**src/rtl/fp_sqrt_pkg.sv**
```systemverilog
// Shared types and IEEE-754 single constants for the square-root front end.
// Denormal normalisation support is selected by FP_SQRT_DENORM_EN (see fp_sqrt_prep).
package fp_sqrt_pkg;

  localparam logic [7:0]  FP_BIAS = 8'd127;
  localparam logic [31:0] FP_QNAN = 32'h7FC0_0000;
  localparam logic [31:0] FP_PINF = 32'h7F80_0000;

  typedef enum logic [2:0] {
    ST_IDLE      = 3'd0,
    ST_CLASSIFY  = 3'd1,
    ST_NORM      = 3'd2,
    ST_ISSUE     = 3'd3,
    ST_WAIT_DONE = 3'd4,
    ST_SPECIAL   = 3'd5
  } state_e;

endpackage : fp_sqrt_pkg

```
**src/rtl/fp_sqrt_lzc.sv**
```systemverilog
// 23-bit leading-zero counter for denormal fractions (combinational).
// Only instantiated when FP_SQRT_DENORM_EN is defined. An all-zero input reports 23.
module fp_sqrt_lzc (
  input  logic [22:0] value_i,
  output logic [4:0]  count_o
);

  // Scan upward so the highest set bit is the last one to write the count.
  always_comb begin
    count_o = 5'd23;
    for (int i = 0; i < 23; i++) begin
      if (value_i[i]) count_o = 5'(22 - i);
    end
  end

endmodule : fp_sqrt_lzc

```
**src/rtl/fp_sqrt_prep.sv**
```systemverilog
// Square-root operand preparation: classifies an IEEE-754 single radicand,
// resolves special cases locally and hands aligned mantissa/exponent to the core.
// Build option: FP_SQRT_DENORM_EN -- normalise positive denormals instead of
// flushing them to a signed zero.
//
// state        | meaning
// -------------+--------------------------------------------------------
// ST_IDLE      | ready for an operand, in_ready high
// ST_CLASSIFY  | decode captured operand, pick special or normal path
// ST_NORM      | denormal alignment via leading-zero count (option only)
// ST_ISSUE     | one-cycle core_start with core_data/core_exp valid
// ST_WAIT_DONE | hold core operands until core_done
// ST_SPECIAL   | one-cycle special_valid with special_data
module fp_sqrt_prep
  import fp_sqrt_pkg::*;
#(
  parameter int DATA_WIDTH = 32
) (
  input  logic                  clk,
  input  logic                  rst_n,
  input  logic                  in_valid,
  output logic                  in_ready,
  input  logic [DATA_WIDTH-1:0] in_data,
  output logic                  core_start,
  output logic [DATA_WIDTH-1:0] core_data,
  output logic [7:0]            core_exp,
  input  logic                  core_done,
  output logic                  special_valid,
  output logic [DATA_WIDTH-1:0] special_data,
  output logic                  busy
);

  state_e                  state_q, state_d;
  logic [DATA_WIDTH-1:0]   data_q;
  logic [DATA_WIDTH-1:0]   core_data_q, core_data_d;
  logic [7:0]              core_exp_q, core_exp_d;
  logic [DATA_WIDTH-1:0]   special_data_q, special_data_d;

  logic                    sgn;
  logic [7:0]              exp_f;
  logic [22:0]             frac;
  logic                    is_zero, is_nan, is_inf, is_denorm;
  logic [7:0]              nm_exp;
  logic [DATA_WIDTH-1:0]   nm_word;

  assign sgn       = data_q[31];
  assign exp_f     = data_q[30:23];
  assign frac      = data_q[22:0];
  assign is_zero   = (exp_f == 8'd0)   && (frac == 23'd0);
  assign is_denorm = (exp_f == 8'd0)   && (frac != 23'd0);
  assign is_nan    = (exp_f == 8'hFF)  && (frac != 23'd0);
  assign is_inf    = (exp_f == 8'hFF)  && (frac == 23'd0);

  // Normal operand: halve the unbiased exponent, odd biased exponent keeps the
  // mantissa in place, even one pre-shifts so the core sees an even exponent.
  assign nm_exp  = 8'(({1'b0, exp_f} + 9'd1) >> 1) + {1'b0, FP_BIAS[7:1]};
  assign nm_word = exp_f[0] ? {8'b0, 1'b1, frac} : {7'b0, 1'b1, frac, 1'b0};

`ifdef FP_SQRT_DENORM_EN
  logic [4:0]              lz;
  logic [23:0]             dn_mant;
  logic [7:0]              dn_exp;
  logic [DATA_WIDTH-1:0]   dn_word;

  fp_sqrt_lzc u_lzc (
    .value_i (frac),
    .count_o (lz)
  );

  // Shifting the leading one up to bit 23 restores it as the hidden bit.
  assign dn_mant = {1'b0, frac} << (lz + 5'd1);
  assign dn_exp  = FP_BIAS - 8'd64 - {4'b0, lz[4:1]};
  assign dn_word = lz[0] ? {8'b0, dn_mant} : {7'b0, dn_mant, 1'b0};
`endif

  // Next-state and output-register update for the sequencing FSM.
  always_comb begin
    state_d        = state_q;
    core_data_d    = core_data_q;
    core_exp_d     = core_exp_q;
    special_data_d = special_data_q;
    case (state_q)
      ST_IDLE: begin
        if (in_valid) state_d = ST_CLASSIFY;
      end
      ST_CLASSIFY: begin
        if (is_zero) begin
          state_d        = ST_SPECIAL;
          special_data_d = data_q;
        end else if (is_nan) begin
          state_d        = ST_SPECIAL;
          special_data_d = FP_QNAN;
        end else if (is_denorm) begin
`ifdef FP_SQRT_DENORM_EN
          if (sgn) begin
            state_d        = ST_SPECIAL;
            special_data_d = FP_QNAN;
          end else begin
            state_d = ST_NORM;
          end
`else
          state_d        = ST_SPECIAL;
          special_data_d = {sgn, 31'b0};
`endif
        end else if (sgn) begin
          state_d        = ST_SPECIAL;
          special_data_d = FP_QNAN;
        end else if (is_inf) begin
          state_d        = ST_SPECIAL;
          special_data_d = FP_PINF;
        end else begin
          state_d     = ST_ISSUE;
          core_data_d = nm_word;
          core_exp_d  = nm_exp;
        end
      end
      ST_NORM: begin
`ifdef FP_SQRT_DENORM_EN
        state_d     = ST_ISSUE;
        core_data_d = dn_word;
        core_exp_d  = dn_exp;
`else
        state_d = ST_IDLE;
`endif
      end
      ST_ISSUE:     state_d = ST_WAIT_DONE;
      ST_WAIT_DONE: if (core_done) state_d = ST_IDLE;
      ST_SPECIAL:   state_d = ST_IDLE;
      default:      state_d = ST_IDLE;
    endcase
  end

  // State and result registers; reset abandons any operation in flight.
  always_ff @(posedge clk or negedge rst_n) begin
    if (!rst_n) begin
      state_q        <= ST_IDLE;
      core_data_q    <= '0;
      core_exp_q     <= '0;
      special_data_q <= '0;
    end else begin
      state_q        <= state_d;
      core_data_q    <= core_data_d;
      core_exp_q     <= core_exp_d;
      special_data_q <= special_data_d;
    end
  end

  // Operand capture on the accept handshake.
  always_ff @(posedge clk or negedge rst_n) begin
    if (!rst_n) begin
      data_q <= '0;
    end else if (in_valid && in_ready) begin
      data_q <= in_data;
    end
  end

  assign in_ready      = (state_q == ST_IDLE);
  assign busy          = (state_q != ST_IDLE);
  assign core_start    = (state_q == ST_ISSUE);
  assign special_valid = (state_q == ST_SPECIAL);
  assign core_data     = core_data_q;
  assign core_exp      = core_exp_q;
  assign special_data  = special_data_q;

endmodule : fp_sqrt_prep

```
**config.mk**
```make
export PLATFORM = sky130hd
export DESIGN_NAME = fp_sqrt_prep
export DESIGN_NICKNAME = d
export VERILOG_FILES = /design/src/rtl/fp_sqrt_pkg.sv /design/src/rtl/fp_sqrt_lzc.sv /design/src/rtl/fp_sqrt_prep.sv
export SDC_FILE = /design/constraint.sdc
export NUM_CORES = 1
export LEC_CHECK = 0
export ABC_AREA = 1
export BUFFER_PORTS_ARGS = -buffer_cell sky130_fd_sc_hd__buf_2
export CAP_MARGIN = 20
export CORE_MARGIN = 1.5
export CORE_UTILIZATION = 53
export DETAILED_ROUTE_END_ITERATION = 12
export GPL_TIMING_DRIVEN = 0
export HOLD_SLACK_MARGIN = 0.02
export PLACE_DENSITY_LB_ADDON = 0.25
export SYNTH_ARGS = -nofsm -noshare
export SYNTH_HDL_FRONTEND = slang
export SYNTH_HIERARCHICAL = 1
export SYNTH_SLANG_ARGS = --single-unit
```
**constraint.sdc**
```tcl
create_clock -name clk -period 2.4 [get_ports clk]
set_input_delay 0.12 -clock clk [delete_from_list [all_inputs] [get_ports clk]]
set_output_delay 0.12 -clock clk [all_outputs]
set_load 0.02 [all_outputs]
```
## Yosys cells after proc, flatten, opt, wreduce, memory -nomap -nowiden

Index checks and enable logic that the tools add are counted.

- Flip-flop bits (word level): 107
- Bits of input ports: 36
- Output and inout port bits: 76
- Logic and storage cells: 47

- Add/subtract/negate cells: 2
- Equal/unequal tests: 7
- Mux-type cells: 14
- Bitwise logic cells: 5
- Reduce and logical (&&, ||, !) cells: 14

Operators with widths:

| operator | count |
|---|---|
| $mux W32 | 5 |
| $mux W25 | 1 |
| $logic_not A23 Y1 | 1 |
| $reduce_bool A23 Y1 | 1 |
| $mux W3 | 7 |
| $pmux W3 S4 | 1 |
| $add A8 B1 Y9 const B | 1 |
| $add A8 B6 Y8 const B | 1 |
| $eq A8 B8 Y1 const B | 1 |
| $logic_not A8 Y1 | 1 |
| $eq A3 B3 Y1 const B | 2 |
| $reduce_and A6 Y1 | 1 |
| $logic_and A1 B1 Y1 | 5 |
| $not A1 Y1 | 5 |
| $reduce_bool A5 Y1 | 1 |
| $ne A2 B2 Y1 const B | 2 |
| $reduce_and A2 Y1 | 2 |
| $eq A3 B1 Y1 const B | 1 |
| $eq A3 B2 Y1 const B | 1 |
| $logic_not A3 Y1 | 1 |
| $reduce_bool A3 Y1 | 1 |

## Logic depth before layout (Yosys ltp)

Gate-level depths: netlist of run 1.

- Depth in word-level cells: 8
- Gate-level depth with buffers: 12
- Mapped depth without buffers: 11

## Least setup slack after synthesis of run 1

No wires, ideal clock.

- Kind: reg-to-reg
- Start point: reg data_q[23]
- End point: reg core_exp_q[6], in the netlist core_exp[6]
- Library setup time: 0.117 ns
- Arrival time: 1.562 ns
- Data required time: 2.283 ns
- Path slack: 0.721 ns
- Cell stages (with the launch flop): 11
- Path buffers: 1
- Period minus slack after synthesis: 1.679 ns
- Cells stage by stage: dfrtp_1 -> buf_4 -> inv_2 -> ha_1 -> inv_1 -> ha_1 -> nand3_1 -> nor2_1 -> nand4_1 -> nand3_1 -> nand2_1

- Cells in the longest elaborated chain, start to end: 4

RTL lines:

| what | line | text |
|---|---|---|
| start: declaration | fp_sqrt_prep.sv:34 | `logic [DATA_WIDTH-1:0] data_q;` |
| start signal: assignment | fp_sqrt_prep.sv:153 | `data_q <= in_data;` |
| parallel branches: the longest is 4 deep, another holds $add A8 B1 Y9 | - |  |
| end signal: assignment | fp_sqrt_prep.sv:143 | `core_exp_q <= core_exp_d;` |
| end: declaration | fp_sqrt_prep.sv:36 | `logic [7:0] core_exp_q, core_exp_d;` |

Several ways; the timed one is not identified.
A chain may end at the register's enable or synchronous reset.

## Worst setup path after layout of run 1

Same ends and word-level chain as after synthesis.

==> results.txt, run 1 <==
Outcome -> finished clean
CTS buffer count -> 9
Worst EP required -> 2.65 ns
CP delay by family, top -> simple AND/OR/NAND/NOR gates
Die Y-Extent -> 94.90 um
Synth unique cells -> 34
Max-cap violations -> 0
CP Cell Sequence -> buf_4 -> inv_2 -> ha_1 -> inv_1 -> ha_1 -> nand3_1 -> nor2_1 -> nand4_1 -> nand3_1 -> nand2_1
Global route overflow -> 0
Largest net degree at the start of global routing -> 55
Initial antenna violation count -> 0
Crit. Startpoint -> data_q[23]$_DFFE_PN0P_
Final setup viols -> 0
Port Buffers -> 104
Global-route wire length before repair -> 16420 um
Hold slack -> 0.03354 ns
Worst-Skew Late Latency -> 0.37 ns
Cell row count -> 33
Die ar. -> 0.009005 mm^2
Synth warn -> 6
Root Driver -> clkbuf_8
Synthesis-to-layout area growth -> 27.31%
DIE WIDTH -> 94.90 um
Post-place setup slack -> 0.4649 ns
Cells after synthesis -> 507
Mean Syn Cell Area -> 8.827 um^2
Routed WL per cell -> 12.93 um
FF+latch count, synth -> 100
Path category of the worst min-delay check -> input pin to flop
Critical path endpoint category -> flop
CTS Sinks -> 100
Number of global-route vias before repair -> 3598
Share of cells above drive strength 1 -> 26.36%
Seq/Total Area, Yosys -> 55.91%
RSZ-0062 raised after global routing -> false
Critical path data arrival time -> 2.19 ns
Clk slew on worst S/H paths -> 0.09 ns
Worst slew margin -> 58.83%
CTS HTree Levels -> 3
Maximum vdd ir drop -> 688.9 uV
Drt via density -> 4.888
Total GRT Usage -> 23.95%
FF-to-FF Start -> data_q[23]$_DFFE_PN0P_
Path type of the worst setup path -> flop to flop
GPL Wtd Cong -> 0.8574
Antenna diode count -> 0
Max frequency -> 515.6 MHz
Design Power -> 6.927 mW
Cell Pwr Density -> 1216 mW/mm^2
Total Wirelength -> 9940 um
DP HPWL -> 7012 um
# Post-CTS Setup Buffers -> 0
Number of I/O pins -> 112
1st-iter DRT viols -> 114
Fin. Hold Viols -> 0
Clock tree from TritonCTS -> done
R2r setup slk -> 0.46 ns
Post-DRT Antenna Nets -> 0
Initial core utilization -> 54.47%
Via count -> 3759
NumNets Final -> 698
Tmin final -> 1.939 ns
Critical Path Max Stage Delay -> 0.38 ns
Period utilization -> 80.81%
Slew @ Worst Pin -> 0.6175 ns
CP max-delay cell -> dfrtp_1
Core ar. -> 0.008217 mm^2
# DRC -> 0
Final setup margin -> 0.4606 ns
Filler cells -> 685
Hold Crit Start -> in_data[2]
Final Max Tran Viols -> 0
Sum of buffers and inverters on the critical path -> 3
CP Max Fanout -> 9
Crit start category -> flop
Lkg Pwr -> 3.033 nW
Final Util -> 69.35%
Final Skew -> 0.01226 ns
Fin Setup TNS -> 0 ns
Synth Cell Area -> 0.004476 mm^2
First drt pass iteration count -> 4
CTS max path bufs -> 2
metal layers:
layer / routed length [um] / global-route usage [%]
met4: 320 / 11.94
met1: 4461 / 31.35
met5: 0 / 0
met3: 499 / 4.670
met2: 4659 / 38.04
power breakdown:
| group | leakage, nW | switching, mW | total, mW | internal, mW |
|---|---|---|---|---|
| sequential | 1.19 | 0.347 | 2.59 | 2.25 |
| combinational | 1.74 | 2.06 | 3.16 | 1.10 |
| clock | 0.107 | 0.558 | 1.17 | 0.615 |
| total | 3.03 | 2.97 | 6.93 | 3.96 |
sequential cells by signal (all words and copies together), names as in the netlist:
name,count
data_q,32
special_data,32
core_data,25
core_exp,8
state_q,3
metrics by stage:
stage	std cells	cell area (um^2)
2_1_floorplan	513	4498
3_3_place_gp	722	5150
3_5_place_dp	723	5180
4_1_cts	769	5698
5_1_grt	769	5698
6_report	769	5698
cell usage after synthesis (all sizes together):
cell type  count  area share, %
nand2        128             11
dfrtp        100             56
nor2          87            8.1
inv           66            5.6
a21oi         31            3.5
buf           26            4.7
o211ai        22            3.7
nand3         16            2.0
nand4          7            1.1
o21ai          6           0.84
ha             3           0.84
nor3           3           0.70
clkbuf         2           0.17
mux2           2           0.50
xnor2          2           0.39
xor2           2           0.39
clkinv         1           0.11
conb           1          0.084
o21bai         1           0.17
or3            1           0.14
final timing paths:
path | end | cells past startpoint
max in group asynchronous | core_exp[2]$_DFFE_PN0P_ | 3
worst min register to register | core_data[24]$_DFFE_PN0P_ | 2
worst max register to register | core_exp[6]$_DFFE_PN0P_ | 10
min in group asynchronous | data_q[15]$_DFFE_PN0P_ | 2
worst max-delay path | core_exp[6]$_DFFE_PN0P_ | 10
worst min-delay path | data_q[2]$_DFFE_PN0P_ | 3
layout by cell type, fill, tap and decap left out, types with 3 or more instances in the layout:
cell type,Yosys,layout
ha_1,3,3
o211ai_1,22,22
o21ai_0,4,4
dfrtp_1,100,100
inv_1,60,60
dlygate4sd3_1,0,30
a21oi_1,31,31
clkbuf_1,2,4
conb_1,1,7
nor2_2,9,9
nand2_1,125,125
nor2_1,76,76
nand3_1,14,14
buf_6,7,7
inv_2,5,5
clkbuf_8,0,10
nand4_1,6,6
buf_4,10,11
buf_2,8,111
kinds of logic after synthesis:
family                   synth area share [%]
flip-flops                              55.91
other                                 0.08379
AO/OA/AOI/OAI                           8.163
multiplexers                           0.5032
AND/OR/NAND/NOR                         23.12
XOR/XNOR                               0.7829
adder cells (fa/ha/maj)                0.8388
buffers and inverters                   10.60
final cells by class:
cell class / count / area [um^2] / area share [%]
multi-input cells: 318 / 1521 / 26.70
well taps: 105 / 131.4 / 2.306
inverters: 67 / 257.7 / 4.523
repair buffers: 135 / 850.8 / 14.93
clock inverters: 4 / 72.57 / 1.274
flip-flops and latches: 100 / 2502 / 43.92
clock buffers: 12 / 145.1 / 2.547
plain buffers: 28 / 216.5 / 3.799
timing repair:
item                      in CTS  in global routing
hold buffers                  30                  0
gates resized for setup        0                  0
hold endpoints to repair      75                  0
worst register-to-register path: cells and delay by family (launching register included):
kind,cells,cell delay [ns]
flip-flops,1,0.38
adder cells (fa/ha/maj),2,0.46
buffers and inverters,3,0.39
AND/OR/NAND/NOR,5,0.60
No activity file was read; power rests on OpenSTA's default activity.
==> run 2: changes to the inputs <==
- ABC_AREA: 1 -> 0
- clock period: 2.4 -> 1.8 ns (I/O delays scaled with it)
==> run 2 against run 1 <==
The flow now finishes with violations (negative setup slack). Clock-buffer cell count is 3 lower. Register-to-register slack worse by 0.53 ns. Combinational power is 99% higher. Non-clock buffer count is 33 higher. Via count is 4.4% lower. Die area is 1.1% lower. Setup slack worse by 0.53 ns. Total power is 67% higher. Global-route usage is 0.70 points higher. Critical path type unchanged. Critical endpoint is now special_data[22]$_DFFE_PN0P_. Largest power group unchanged.
==> results.txt, run 2 <==
Worst-Skew Late Latency -> 0.37 ns (about the same)
Synth warn -> 6 (unchanged)
1st-iter DRT viols -> 115 (+0.88%)
Global-route wire length before repair -> 16650 um (+1.4%)
Critical path endpoint category -> flop
Cells after synthesis -> 382 (-25%)
CP delay by family, top -> simple AND/OR/NAND/NOR gates
Design area -> 0.006420 mm^2 (+13%)
Number of I/O pins -> 112 (unchanged)
Clk slew on worst S/H paths -> 0.11 ns (+0.02 ns)
Share of cells above drive strength 1 -> 49.21% (+23 points)
Ys flop type -> dfrtp_1
Fin. Hold Viols -> 0 (unchanged)
Post-DRT Antenna Nets -> 0 (unchanged)
Final Skew -> 0.01300 ns (+0.0007459 ns)
Synth area leaders -> dfrtp_1, mux2_2, mux2i_1
Worst slew margin -> 59.87% (+1.0 points)
Dpl cell area -> 0.005218 mm^2 (+0.72%)
Critical Path Max Stage Delay -> 0.44 ns (+0.06 ns)
DIE WIDTH -> 94.39 um (-0.53%)
Final setup viols -> 13 (+13)
Most frequent cell after synthesis -> dfrtp_1
Maximum vdd ir drop -> 1054 uV (+53%)
Synthesis-to-layout area growth -> 45.03%
CTS HTree Levels -> 3 (unchanged)
Path type of the worst setup path -> flop to flop
Die Y-Extent -> 94.39 um (-0.53%)
Final Util -> 78.93% (+9.6 points)
CP Cell Sequence -> ha_4 -> nand3_4 -> or3_4 -> nand2_4 -> o21a_4 -> mux2_4
GPL Wtd Cong -> 0.8326 (-2.9%)
CTS Sinks -> 100 (unchanged)
Synth Cell Area -> 0.004427 mm^2 (-1.1%)
Most frequent cells in the layout -> buf_2, dfrtp_1, dlygate4sd3_1
Clock tree from TritonCTS -> done
Outcome -> finished with violations
FF+latch count, synth -> 100 (unchanged)
Largest area contributor in the netlist -> dfrtp_1
NumNets Final -> 605 (-13%)
Routed WL per cell -> 17.05 um (+32%)
Sum of buffers and inverters on the critical path -> 0 (-3)
Synth unique cells -> 46 (+35%)
Number of global-route vias before repair -> 3454 (-4.0%)
Final setup margin -> -0.07251 ns (-0.5331 ns)
Design Power -> 11.59 mW (+67%)
Port Buffers -> 104 (unchanged)
Synth top area share -> 56.53% (+0.62 points)
EDFF count, synth -> 0 (unchanged)
Period utilization -> 104.0% (+23 points)
CTS max path bufs -> 2 (unchanged)
Hold slack -> 0.1722 ns (+0.1386 ns)
Mean Syn Cell Area -> 11.59 um^2 (+31%)
Failing checks -> negative setup slack
Slew @ Worst Pin -> 0.6019 ns (-0.01557 ns)
Global route overflow -> 0 (unchanged)
Root Driver -> clkbuf_8
Max-cap violations -> 0 (unchanged)
Antenna diode count -> 0 (unchanged)
Cell row count -> 33 (unchanged)
Die ar. -> 0.008909 mm^2 (-1.1%)
CTS buffer count -> 9 (unchanged)
Worst EP required -> 2.07 ns (-0.58 ns)
First drt pass iteration count -> 4 (unchanged)
Top cells by count, synth -> dfrtp_1, nand2_1, mux2_2, o21ai_0
CP Max Fanout -> 6 (-3)
RSZ-0062 raised after global routing -> true
CP max-delay cell -> dfrtp_2
Path category of the worst min-delay check -> input pin to flop
Seq/Total Area, Yosys -> 56.53% (+0.62 points)
Max frequency -> 534.0 MHz (+3.6%)
Critical path data arrival time -> 2.14 ns (-0.05 ns)
Drt via density -> 5.315 (+8.7%)
Async set-reset flop share out of synthesis -> 100.0% (unchanged)
Final Max Tran Viols -> 0 (unchanged)
DP HPWL -> 6806 um (-2.9%)
# DRC -> 0 (unchanged)
Most common cell after layout, fill and taps aside -> buf_2
Cell Pwr Density -> 1805 mW/mm^2 (+48%)
Total GRT Usage -> 24.65% (+0.70 points)
Lkg Pwr -> 3.102 nW (+2.3%)
Crit start category -> flop
Initial antenna violation count -> 0 (unchanged)
Core ar. -> 0.008134 mm^2 (-1.0%)
Initial core utilization -> 54.42% (about the same)
Via count -> 3593 (-4.4%)
Tmin final -> 1.873 ns (-0.06687 ns)
Total Wirelength -> 11530 um (+16%)
Largest net degree at the start of global routing -> 57 (+3.6%)
[run 2: cell types whose count changed after synthesis, sizes merged, moves of 21 or more]
cell and change:
o211ai -21, a21oi -29, mux2 +27, mux2i +22, nand2 -79, nor2 -78
inv -57, o21ai +30, nor2b +22
[run 2: what timing repair did]
| item | 4_1_cts | 5_1_grt |
|---|---|---|
| setup buffers | 17 | 5 |
| pin swaps | 14 | 30 |
| cloned | 0 | 9 |
| resized for setup | 25 | 89 |
| setup endpoints to repair | 67 | 85 |
| endpoints found under the hold margin | 77 | 0 |
| hold buffers | 34 | 0 |
[run 2: layout make-up]
cell class              count  area, um^2
flip-flops and latches    100        2506
multi-input cells         250        2013
fillers                   527        1714
repair buffers            169        1249
plain buffers              27       277.8
well taps                 105       131.4
clock buffers               9       123.9
clock inverters             7       80.08
inverters                   9       38.79
[run 2: per-stage QoR]
| step | setup WS (ns) | TNS [ns] | cells |
|---|---|---|---|
| 2_1_floorplan | -0.1195 | -0.2174 | 388 |
| 3_3_place_gp | -0.3153 | -45.61 | 597 |
| 3_5_place_dp | -0.2977 | -15.42 | 598 |
| 4_1_cts | -0.04372 | -0.06857 | 664 |
| 5_1_grt | -0.1616 | -1.892 | 676 |
| 6_report | -0.07251 | -0.2883 | 676 |
[run 2: kinds of logic (layout without fill, tap and decap cells)]
kind of cell	count (synthesis)	in the layout	share of synthesized area, %
xor+xnor	11	11	2.177
buf+inv	39	221	5.794
flops	100	100	56.53
other cells	1	7	0.08471
fa+ha+maj	3	3	0.8480
compound gates	56	57	7.406
simple gates	121	121	14.81
mux	51	51	12.35
[run 2: worst register-to-register path, stage by stage, from the launching register on]
cell     delay [ns]
dfrtp_2        0.44
ha_4           0.22
nand3_4        0.09
or3_4          0.43
nand2_4        0.10
o21a_4         0.19
mux2_4         0.31
[run 2: layer usage]
| layer | share of wire, % | track usage (%) | up-vias |
|---|---|---|---|
| li1 | - | - | 1672 |
| met1 | 42 | 31.68 | 1783 |
| met2 | 52 | 42.87 | 116 |
| met3 | 4.7 | 4.106 | 22 |
| met4 | 1.9 | 7.338 | 0 |
| met5 | 0 | 0 | - |
[run 2: worst paths after layout]
check / from / cells past startpoint / slack (ns) / end
worst max-delay path: data_q[23]$_DFFE_PN0P_ / 6 / -0.07 / special_data[22]$_DFFE_PN0P_
worst min-delay path: core_done / 3 / 0.17 / state_q[2]$_DFFE_PN0P_
worst max register to register: data_q[23]$_DFFE_PN0P_ / 6 / -0.07 / special_data[22]$_DFFE_PN0P_
worst min register to register: core_data[22]$_DFFE_PN0P_ / 2 / 0.49 / core_data[22]$_DFFE_PN0P_
max in group asynchronous: rst_n / 3 / 0.85 / data_q[22]$_DFFE_PN0P_
min in group asynchronous: rst_n / 2 / 0.25 / special_data[30]$_DFFE_PN0P_
[run 2: power by group]
part / internal, mW / switching, mW
registers: 3.11 / 0.762
logic: 3.07 / 3.21
clock network: 0.550 / 0.893
